$ cat config.mk
export PLATFORM = sky130hd
export DESIGN_NAME = health_bar_animator
export DESIGN_NICKNAME = d
export VERILOG_FILES = /design/src/rtl/health_bar_animator.sv
export SDC_FILE = /design/constraint.sdc
export NUM_CORES = 1
export LEC_CHECK = 0
export BUFFER_PORTS_ARGS = -buffer_cell sky130_fd_sc_hd__buf_2
export CAP_MARGIN = 20
export CORE_MARGIN = 1.5
export CORE_UTILIZATION = 45
export CTS_CLUSTER_SIZE = 28
export DETAILED_ROUTE_END_ITERATION = 10
export GPL_ROUTABILITY_DRIVEN = 0
export PLACE_DENSITY = 0.68
export SYNTH_ARGS = -nofsm -noshare
export SYNTH_HDL_FRONTEND = slang
export SYNTH_SLANG_ARGS = --single-unit
$ cat constraint.sdc
create_clock -name clk -period 22.5 [get_ports clk]
set_clock_uncertainty 0.2 [all_clocks]
set_input_delay 1.125 -clock clk [delete_from_list [all_inputs] [get_ports clk]]
set_output_delay 1.125 -clock clk [all_outputs]
set_load 0.05 [all_outputs]
$ cat src/rtl/health_bar_animator.sv
// Two-player health-bar overlay: lagging damage trail (hold, then drain), blinking KO box, registered RGB565 pixel.
// Optional macro LOW_HEALTH_FLASH_EN makes a low-health yellow segment alternate with white.
module health_bar_animator #(
    parameter int HW          = 9,
    parameter int MAX_HEALTH  = 300,
    parameter int BAR_LEN     = 40,
    parameter int BAR_Y       = 2,
    parameter int BAR_H       = 5,
    parameter int CLK_DIV     = 2_500_000,
    parameter int HOLD_TICKS  = 10,
    parameter int DRAIN_STEP  = 2,
    parameter int BLINK_TICKS = 5
) (
    input  logic          clk,
    input  logic          rst_n,
    input  logic [HW-1:0] curr_health_l,
    input  logic [HW-1:0] curr_health_r,
    input  logic [12:0]   pixel_index,
    output logic [15:0]   oled_colour,
    output logic [HW-1:0] final_health_l,
    output logic [HW-1:0] final_health_r,
    output logic          ko_l,
    output logic          ko_r,
    output logic          anim_busy
);
    localparam logic [1:0] ST_IDLE  = 2'd0;
    localparam logic [1:0] ST_HOLD  = 2'd1;
    localparam logic [1:0] ST_DRAIN = 2'd2;

    localparam int DIV_W  = (CLK_DIV > 1) ? $clog2(CLK_DIV) : 1;
    localparam int HOLD_W = $clog2(HOLD_TICKS + 1);
    localparam int BLK_W  = $clog2(BLINK_TICKS + 1);
    localparam int PW     = HW + $clog2(BAR_LEN + 1);

    localparam logic [15:0] C_WHITE  = 16'hFFFF;
    localparam logic [15:0] C_RED    = 16'hF800;
    localparam logic [15:0] C_YELLOW = 16'hFFE0;
    localparam logic [15:0] C_GREY   = 16'h2104;

    logic [DIV_W-1:0]  div_q, div_d;
    logic              tick;
    logic [HW-1:0]     h [2];
    logic [1:0]        st_q [2];
    logic [1:0]        st_d [2];
    logic [HW-1:0]     trail_q [2];
    logic [HW-1:0]     trail_d [2];
    logic [HW-1:0]     hprev_q [2];
    logic [HW-1:0]     hprev_d [2];
    logic [HOLD_W-1:0] hold_q [2];
    logic [HOLD_W-1:0] hold_d [2];
    logic [1:0]        ko_q, ko_d;
    logic [BLK_W-1:0]  blink_cnt_q, blink_cnt_d;
    logic              blink_q, blink_d;
    logic              any_ko;
    logic              lh_phase;
    logic [15:0]       oled_q, oled_d;
    logic [12:0]       px, py, bar_i;
    logic              side, in_rows, in_bar;

    function automatic logic [HW-1:0] clamp(input logic [HW-1:0] v);
        return (v > HW'(MAX_HEALTH)) ? HW'(MAX_HEALTH) : v;
    endfunction

    function automatic logic [12:0] fill(input logic [HW-1:0] v);
        logic [PW-1:0] prod;
        prod = PW'(v) * PW'(BAR_LEN);
        return 13'(prod / PW'(MAX_HEALTH));
    endfunction

    // "KO" glyph inside the box: K at x43..47, O at x48..52, rows y3..8.
    function automatic logic ko_glyph(input logic [12:0] x, input logic [12:0] y);
        logic [9:0] row;
        logic [3:0] col;
        case (y)
            13'd3:   row = 10'b10001_01110;
            13'd4:   row = 10'b10010_10001;
            13'd5:   row = 10'b11100_10001;
            13'd6:   row = 10'b11100_10001;
            13'd7:   row = 10'b10010_10001;
            13'd8:   row = 10'b10001_01110;
            default: row = 10'b0;
        endcase
        col = 4'(x - 13'd43);
        return (x >= 13'd43 && x <= 13'd52) ? row[4'd9 - col] : 1'b0;
    endfunction

    assign tick   = (div_q == DIV_W'(CLK_DIV - 1));
    assign any_ko = |ko_q;

    always_comb begin
        div_d = tick ? '0 : div_q + 1'b1;
        h[0]  = clamp(curr_health_l);
        h[1]  = clamp(curr_health_r);
    end

    always_comb begin
        for (int s = 0; s < 2; s++) begin
            st_d[s]    = st_q[s];
            trail_d[s] = trail_q[s];
            hprev_d[s] = hprev_q[s];
            hold_d[s]  = hold_q[s];
            ko_d[s]    = ko_q[s];
            if (tick) begin
                hprev_d[s] = h[s];
                if (h[s] > trail_q[s]) begin
                    trail_d[s] = h[s];
                    st_d[s]    = ST_IDLE;
                end else begin
                    case (st_q[s])
                        ST_IDLE: begin
                            if (h[s] < trail_q[s]) begin
                                st_d[s]   = ST_HOLD;
                                hold_d[s] = HOLD_W'(HOLD_TICKS - 1);
                            end
                        end
                        ST_HOLD: begin
                            if (h[s] < hprev_q[s])
                                hold_d[s] = HOLD_W'(HOLD_TICKS - 1);
                            else if (hold_q[s] == '0)
                                st_d[s] = ST_DRAIN;
                            else
                                hold_d[s] = hold_q[s] - 1'b1;
                        end
                        ST_DRAIN: begin
                            // h <= trail here, so the difference cannot underflow.
                            if ((trail_q[s] - h[s]) > HW'(DRAIN_STEP)) begin
                                trail_d[s] = trail_q[s] - HW'(DRAIN_STEP);
                            end else begin
                                trail_d[s] = h[s];
                                st_d[s]    = ST_IDLE;
                            end
                        end
                        default: st_d[s] = ST_IDLE;
                    endcase
                end
                if (h[s] == '0 && trail_d[s] == '0)
                    ko_d[s] = 1'b1;
                else if (h[s] != '0)
                    ko_d[s] = 1'b0;
            end
        end
    end

    always_comb begin
        blink_cnt_d = blink_cnt_q;
        blink_d     = blink_q;
        if (!any_ko) begin
            blink_cnt_d = '0;
            blink_d     = 1'b0;
        end else if (tick) begin
            if (blink_cnt_q == BLK_W'(BLINK_TICKS - 1)) begin
                blink_cnt_d = '0;
                blink_d     = ~blink_q;
            end else begin
                blink_cnt_d = blink_cnt_q + 1'b1;
            end
        end
    end

`ifdef LOW_HEALTH_FLASH_EN
    logic [BLK_W-1:0] lh_cnt_q, lh_cnt_d;
    logic             lh_phase_q, lh_phase_d;

    always_comb begin
        lh_cnt_d   = lh_cnt_q;
        lh_phase_d = lh_phase_q;
        if (tick) begin
            if (lh_cnt_q == BLK_W'(BLINK_TICKS - 1)) begin
                lh_cnt_d   = '0;
                lh_phase_d = ~lh_phase_q;
            end else begin
                lh_cnt_d = lh_cnt_q + 1'b1;
            end
        end
    end

    always_ff @(posedge clk or negedge rst_n) begin
        if (!rst_n) begin
            lh_cnt_q   <= '0;
            lh_phase_q <= 1'b0;
        end else begin
            lh_cnt_q   <= lh_cnt_d;
            lh_phase_q <= lh_phase_d;
        end
    end

    assign lh_phase = lh_phase_q;
`else
    assign lh_phase = 1'b0;
`endif

    always_comb begin
        px      = pixel_index % 13'd96;
        py      = pixel_index / 13'd96;
        in_rows = (py >= 13'(BAR_Y)) && (py < 13'(BAR_Y + BAR_H));
        side    = 1'b0;
        bar_i   = '0;
        in_bar  = 1'b0;
        if (px >= 13'd54 && px < 13'(54 + BAR_LEN)) begin
            side   = 1'b1;
            bar_i  = px - 13'd54;
            in_bar = in_rows;
        end else if (px <= 13'd41 && (px + 13'(BAR_LEN)) >= 13'd42) begin
            side   = 1'b0;
            bar_i  = 13'd41 - px;
            in_bar = in_rows;
        end
        oled_d = 16'h0000;
        if (px >= 13'd42 && px <= 13'd53 && py >= 13'd2 && py <= 13'd9) begin
            oled_d = (any_ko && blink_q && ko_glyph(px, py)) ? C_WHITE : C_RED;
        end else if (in_bar) begin
            if (bar_i < fill(h[side]))
                oled_d = (lh_phase && h[side] != '0 && h[side] <= HW'(MAX_HEALTH / 4)) ? C_WHITE : C_YELLOW;
            else if (bar_i < fill(trail_q[side]))
                oled_d = C_RED;
            else
                oled_d = C_GREY;
        end
    end

    always_ff @(posedge clk or negedge rst_n) begin
        if (!rst_n) begin
            div_q       <= '0;
            ko_q        <= '0;
            blink_cnt_q <= '0;
            blink_q     <= 1'b0;
            oled_q      <= 16'h0000;
            for (int s = 0; s < 2; s++) begin
                st_q[s]    <= ST_IDLE;
                trail_q[s] <= HW'(MAX_HEALTH);
                hprev_q[s] <= HW'(MAX_HEALTH);
                hold_q[s]  <= '0;
            end
        end else begin
            div_q       <= div_d;
            ko_q        <= ko_d;
            blink_cnt_q <= blink_cnt_d;
            blink_q     <= blink_d;
            oled_q      <= oled_d;
            for (int s = 0; s < 2; s++) begin
                st_q[s]    <= st_d[s];
                trail_q[s] <= trail_d[s];
                hprev_q[s] <= hprev_d[s];
                hold_q[s]  <= hold_d[s];
            end
        end
    end

    assign oled_colour    = oled_q;
    assign final_health_l = trail_q[0];
    assign final_health_r = trail_q[1];
    assign ko_l           = ko_q[0];
    assign ko_r           = ko_q[1];
    assign anim_busy      = (st_q[0] != ST_IDLE) || (st_q[1] != ST_IDLE);
endmodule

==> run_results.csv, run 1 <==
group,metric,value,unit
floorplanning,io_pins,70,
drt,dr.pass1.iters,5,
status,status,"finished clean",
final_layout,num-fill-cells,2572,
synth,yosysWarnings,0,
global_route,grt_pass1_vias,11147,
global_route,grt_antenna_before_repair,0,
synth,synth.avg_cell_area,7.40,sq um
clocking,cts-resized-gates,0,
clocking,clkLatencyLatePin,350,ps
drt,vias,12165,
floorplanning,die-area,27900,sq um
final_layout,final_nets,1784,
drt,detail-route-antenna-nets,0,
timing,finalCritPeriodShare,65.0,%
clocking,cts_setup_buffers,0,
synth,synth-seq-cells,82,
synth,synth.cell_area,12100,sq um
global_route,grt_max_degree,57,
place,place_ws,7550,ps
clocking,cts-root-buf,"clkbuf_16",
timing,rsz0062_at_grt,"false",
min_path,min_from,"hprev_q[3]$_DFFE_PN1N_",
timing,worstMarginPinSlew,1010,ps
floorplanning,core_area,26200,sq um
floorplanning,initial_core_util,46.2,%
worst_setup_path,cp_data_required_time,22520,ps
run,maxCapViolCount,0,
worst_setup_path,path_common_cell,"ha_1",
place,io_buffers,69,
global_route,met2_usage,37.9,%
synth,synth_top_flop_cell,"dfrtp_1",
clocking,cts_tree,"yes",
synth,synth_edf_count,0,
timing,maxSlewHeadroom,32.4,%
timing,hold_viol,0,
min_path,min_path_type,"reg -> reg",
final_layout,post-route-util,49.1,%
synth,synthDistinctLibCells,122,
final_layout,diodes,0,
global_route,grtUsageMet1,32.7,%
worst_setup_path,crit_fanout,26,
final_layout,seq_area,2070,sq um
clocking,clock-sinks,82,
drt,wl,33000,um
drt,drtIter0Drc,1079,
place,placed_cells,1972,
worst_setup_path,setup.worst_path.start_class,"input port",
final_layout,final_layout_size_suffix_gt1_share,10.8,%
timing,setup_viol,0,
drt,wl_per_cell,16.6,um
clocking,clk_pin_slew_worst_paths,70,ps
clocking,clockBufferDepth,2,
global_route,use_met3,2.85,%
min_path,whs_path_depth,2,
final_layout,finalNonFillerCells,1990,
synth,synth_cells,1636,
synth,syn_nets,1770,
clocking,numCtsBuffers,9,
clocking,postCtsHoldBufs,0,
timing,setup_slack,7880,ps
timing,slew_viol_final,0,
timing,fin_tns_setup,0,ps
floorplanning,die_y,167,um
worst_setup_path,max_stage_delay,720,ps
place,place_hpwl,25700,um
worst_setup_path,rr_startpoint,"final_health_r[1]$_DFFE_PN0N_",
drt,drc_errors,0,
final_layout,multi_input_area,9300,sq um
timing,fin_crit,14620,ps
global_route,overflow,0,
synth,ys_seq_area_share,17.1,%
global_route,grt_use_total,23.7,%
floorplanning,row_count,59,
timing,fmax,68.4,MHz
worst_setup_path,reg2reg_slack,10650,ps
worst_setup_path,critPathArrivalTime,14640,ps
global_route,grt_pass1_wl,55100,um
worst_setup_path,cp-end-kind,"register",
worst_setup_path,crit_slowest_cell,"xnor2_1",
worst_setup_path,path_class,"in -> reg",
global_route,busiest_layer,"met2",
worst_setup_path,worstSetupStartpoint,"pixel_index[12]",
final_layout,syn_to_final_growth,6.17,%
synth,async_reset_ff_share,100,%
worst_setup_path,r2r_cells,43,
floorplanning,die_w,167,um
drt,viasPerCell,6.11,
clocking,cts_htree_levels,3,
[state kept, by name, summed over array words and instances, names as in the netlist]
signal          flops
blink_cnt_q         3
blink_q             1
div_q              22
final_health_l      9
final_health_r      9
hold_q              8
hprev_q            18
ko_q                2
oled_colour         6
st_q                4
[worst paths after layout]
check	to
setup / recovery	oled_colour[2]$_DFF_PN0_
max in group asynchronous	oled_colour[2]$_DFF_PN0_
min in group asynchronous	hprev_q[4]$_DFFE_PN0N_
hold / removal	hprev_q[3]$_DFFE_PN1N_
hold reg to reg	hprev_q[3]$_DFFE_PN1N_
setup reg to reg	oled_colour[2]$_DFF_PN0_
[through the flow]
step                area (sq um)  hold WS, ps
floorplan                  12100          247
detailed placement         12600          272
global route               12900          298
finish                     12900          284
global placement           12600          260
CTS                        12800          287
[synth_stat cells, types with 14 or more instances]
| cell | n | area [sq um] |
|---|---|---|
| a211oi_1 | 21 | 158 |
| a21o_1 | 26 | 195 |
| a21oi_1 | 108 | 541 |
| a31oi_1 | 20 | 125 |
| and3_1 | 16 | 100 |
| clkbuf_1 | 44 | 165 |
| dfrtp_1 | 66 | 1650 |
| dfstp_2 | 16 | 420 |
| ha_1 | 97 | 1210 |
| inv_1 | 92 | 345 |
| mux2i_1 | 18 | 180 |
| nand2_1 | 199 | 747 |
| nand2b_1 | 36 | 225 |
| nand3_1 | 50 | 250 |
| nand4_1 | 29 | 181 |
| nor2_1 | 145 | 544 |
| nor2b_1 | 21 | 131 |
| nor3_1 | 43 | 215 |
| nor4_1 | 14 | 87.6 |
| o211ai_1 | 18 | 135 |
| o21ai_0 | 114 | 571 |
| o22ai_1 | 16 | 100 |
| o31ai_1 | 21 | 158 |
| or3_1 | 19 | 119 |
| xnor2_1 | 65 | 569 |
| xor2_1 | 33 | 289 |
[kinds of logic after synthesis]
kind of cell	Yosys count	synth area share, %
AOI/OAI and AO/OA	504	29.1
buffers and inverters	171	6.14
and+or+nand+nor	638	26.1
DFF	82	17.1
muxes	36	3.26
adders and majority gates	105	11.0
xor gates and xnor gates	100	7.36
[cell type report]
| type | count | share of cell area, % |
|---|---|---|
| Inverter | 96 | 2.84 |
| Clock inverter | 7 | 0.457 |
| Tap cell | 335 | 3.26 |
| Timing Repair Buffer | 78 | 3.23 |
| Clock buffer | 9 | 1.75 |
| Multi-Input combinational cell | 1383 | 72.3 |
| Sequential cell | 82 | 16.1 |
[critical path: cells and delay by family]
| family | cells | cell delay, ps |
|---|---|---|
| muxes | 2 | 810 |
| adders and majority gates | 5 | 1460 |
| AOI/OAI and AO/OA | 25 | 6830 |
| xor gates and xnor gates | 3 | 1040 |
| buffers and inverters | 6 | 1540 |
| and+or+nand+nor | 9 | 1790 |
[metal layers]
metal	up-vias	part of all wire (%)
met1	5647	46
met2	403	45
met3	58	5.7
li1	6057	-
met5	-	0
met4	0	3.0
[cell usage in the layout, fill, tap and decap left out, types with 13 or more instances in the layout]
| master | count |
|---|---|
| dfstp_2 | 16 |
| a211oi_1 | 21 |
| xor2_1 | 33 |
| xnor2_1 | 65 |
| a31oi_1 | 20 |
| ha_1 | 97 |
| o21ai_0 | 114 |
| a21oi_1 | 108 |
| o211ai_1 | 18 |
| dfrtp_1 | 66 |
| nor2b_1 | 21 |
| buf_2 | 68 |
| nor3_1 | 43 |
| o31ai_1 | 21 |
| and3_1 | 16 |
| nor4_1 | 13 |
| o22ai_1 | 16 |
| nand2b_1 | 36 |
| inv_1 | 92 |
| nand4_1 | 29 |
| or3_1 | 19 |
| nor2_1 | 145 |
| nand2_1 | 199 |
| a21o_1 | 26 |
| mux2i_1 | 18 |
| nand3_1 | 50 |
Power of run 1 is not shown: default switching activity piles up to over one toggle a cycle in this logic, so the estimate is an artifact.
==> inputs of run 2 (changes only) <==
--- a/config.mk
+++ b/config.mk
@@ -12,7 +12,7 @@
 export CTS_CLUSTER_SIZE = 28
 export DETAILED_ROUTE_END_ITERATION = 10
 export GPL_ROUTABILITY_DRIVEN = 0
-export PLACE_DENSITY = 0.68
+export PLACE_DENSITY = 0.7
 export SYNTH_ARGS = -nofsm -noshare
 export SYNTH_HDL_FRONTEND = slang
 export SYNTH_SLANG_ARGS = --single-unit
==> constraint.sdc (replaced) <==
create_clock -name clk -period 12.15 [get_ports clk]
set_clock_uncertainty 0.2 [all_clocks]
set_input_delay 0.6075 -clock clk [delete_from_list [all_inputs] [get_ports clk]]
set_output_delay 0.6075 -clock clk [all_outputs]
set_load 0.05 [all_outputs]
==> run 2 against run 1 <==
Effect of this change: global-route usage is 0.48 points higher; setup slack worse by 7200 ps; design area is 3.9% higher; hold slack worse by 4.4 ps; sequential share of layout area is 0.61 points lower; non-clock buffer count is 45 higher; register-to-register slack worse by 8400 ps; first-iteration DRC count is 4.9% lower; sequential cell count stayed put; routed wire length is 3.9% higher; core utilization is 1.9 points higher; die area stayed put; critical endpoint unchanged; highest routed layer unchanged.
==> run_results.csv, run 2 (synthesized netlist as in run 1, its figures left out) <==
group,metric,value,unit
timing,maxSlewHeadroom,43.2,%
place,io_buffers,69,
floorplanning,io_pins,70,
final_layout,num-fill-cells,2545,
floorplanning,die-area,27900,sq um
run,maxCapViolCount,0,
global_route,overflow,0,
floorplanning,die_y,167,um
floorplanning,row_count,59,
final_layout,final_nets,1830,
clocking,cts-root-buf,"clkbuf_16",
min_path,worstHoldEndpoint,"hprev_q[5]$_DFFE_PN1N_",
timing,setup_viol,0,
min_path,whs_path_depth,2,
clocking,cts_htree_levels,3,
place,place_area,12800,sq um
status,status,"finished clean",
drt,vias,12550,
worst_setup_path,critPathArrivalTime,11510,ps
timing,slew_viol_final,0,
place,place_hpwl,26300,um
timing,hold_viol,0,
worst_setup_path,path_class,"in -> reg",
worst_setup_path,crit_slowest_cell,"or4_1",
drt,dr.pass1.iters,5,
drt,detail-route-antenna-nets,0,
global_route,grt_max_degree,81,
worst_setup_path,crit_family,"compound AO/OA/AOI/OAI gates",
worst_setup_path,max_stage_delay,550,ps
clocking,cts_tree,"yes",
worst_setup_path,r2r_cells,44,
clocking,clockBufferDepth,2,
floorplanning,core_area,26200,sq um
final_layout,syn_to_final_growth,10.3,%
worst_setup_path,path_buf_inv,5,
final_layout,largestRegisters,"div_q (22), hprev_q (18)",
global_route,grt_use_total,24.1,%
min_path,min_from,"hprev_q[5]$_DFFE_PN1N_",
global_route,grt_pass1_vias,11392,
drt,drc_errors,0,
worst_setup_path,cp-end-kind,"register",
timing,finalCritPeriodShare,94.5,%
worst_setup_path,r2r_end,"oled_colour[2]$_DFF_PN0_",
worst_setup_path,setup.worst_path.start_class,"input port",
worst_setup_path,cp_data_required_time,12180,ps
clocking,clk_pin_slew_worst_paths,70,ps
final_layout,largest_register_ffs,22,
clocking,numCtsBuffers,9,
final_layout,layout.cells.most_common_list,"nand2_1 (198), nor2_1 (145), o21ai_0 (114)",
worst_setup_path,crit_fanout,20,
worst_setup_path,reg2reg_slack,2270,ps
timing,fmax,87.1,MHz
drt,viasPerCell,6.16,
final_layout,stdcell_area,13400,sq um
drt,wl_per_cell,16.8,um
timing,fin_tns_setup,0,ps
timing,worstMarginPinSlew,845,ps
clocking,clock-sinks,82,
floorplanning,initial_core_util,46.2,%
final_layout,largest_register,"div_q",
min_path,min_path_type,"reg -> reg",
drt,drtIter0Drc,1026,
clocking,clkLatencyLatePin,350,ps
floorplanning,die_w,167,um
final_layout,final_layout_size_suffix_gt1_share,14.1,%
final_layout,seq_area,2070,sq um
global_route,grt_pass1_wl,56600,um
timing,fin_crit,11480,ps
final_layout,final_common_cell,"nand2_1",
global_route,grt_antenna_before_repair,1,
final_layout,multi_input_area,9410,sq um
worst_setup_path,rr_startpoint,"final_health_r[1]$_DFFE_PN0N_",
final_layout,post-route-util,51.0,%
drt,wl,34300,um
[run 2: area by class of cell]
type | instances | share of cell area (%)
tap | 335 | 3.14
timing repair buffer | 123 | 5.90
multi-input combinational | 1384 | 70.4
antenna | 1 | 0.0187
inverter | 96 | 2.75
clock inverter | 4 | 0.403
clock buffer | 12 | 1.84
sequential | 82 | 15.5
[run 2: layer usage]
layer	up-vias	GRT usage, %	wire [um]
met5	-	0	0
met4	0	6.25	561
met3	36	2.92	2020
met2	386	40.1	16000
met1	5988	33.1	15700
li1	6140	-	-
[run 2: how the worst max path moves through the flow]
stage                     from                        end  depth (start not counted)
2_1_floorplan  pixel_index[11]   oled_colour[2]$_DFF_PN0_                         49
3_3_place_gp    pixel_index[9]   oled_colour[2]$_DFF_PN0_                         49
3_5_place_dp    pixel_index[9]   oled_colour[2]$_DFF_PN0_                         49
4_1_cts         pixel_index[9]   oled_colour[2]$_DFF_PN0_                         50
5_1_grt         pixel_index[3]  oled_colour[14]$_DFF_PN0_                         49
6_report        pixel_index[9]   oled_colour[2]$_DFF_PN0_                         50
[run 2: timing repair]
action                     in CTS  in global routing
hold buffers                    1                  0
hold endpoints to repair        2                  0
setup endpoints to repair       0                  4
gates resized for setup         0                 29
setup buffers                   0                  9
[run 2: worst register-to-register path, delay by kind of cell, from the launching register on]
kind	cells	cell delay [ps]
AO/OA/AOI/OAI	23	5060
XOR/XNOR	1	220
adder cells (fa/ha/maj)	5	1480
buffers and inverters	5	710
flip-flops	1	470
multiplexers	2	260
AND/OR/NAND/NOR	8	1360
[run 2: stage by stage]
step | hold slack (ps) | instances | setup slack (ps)
after floorplan | 112 | 1636 | 426
after global placement | 197 | 2006 | 39.0
after detailed placement | 198 | 2006 | -261
after CTS | 282 | 2023 | 62.1
after global routing | 295 | 2036 | -24.7
final | 280 | 2037 | 674
Power of run 2 is left out for the same reason.
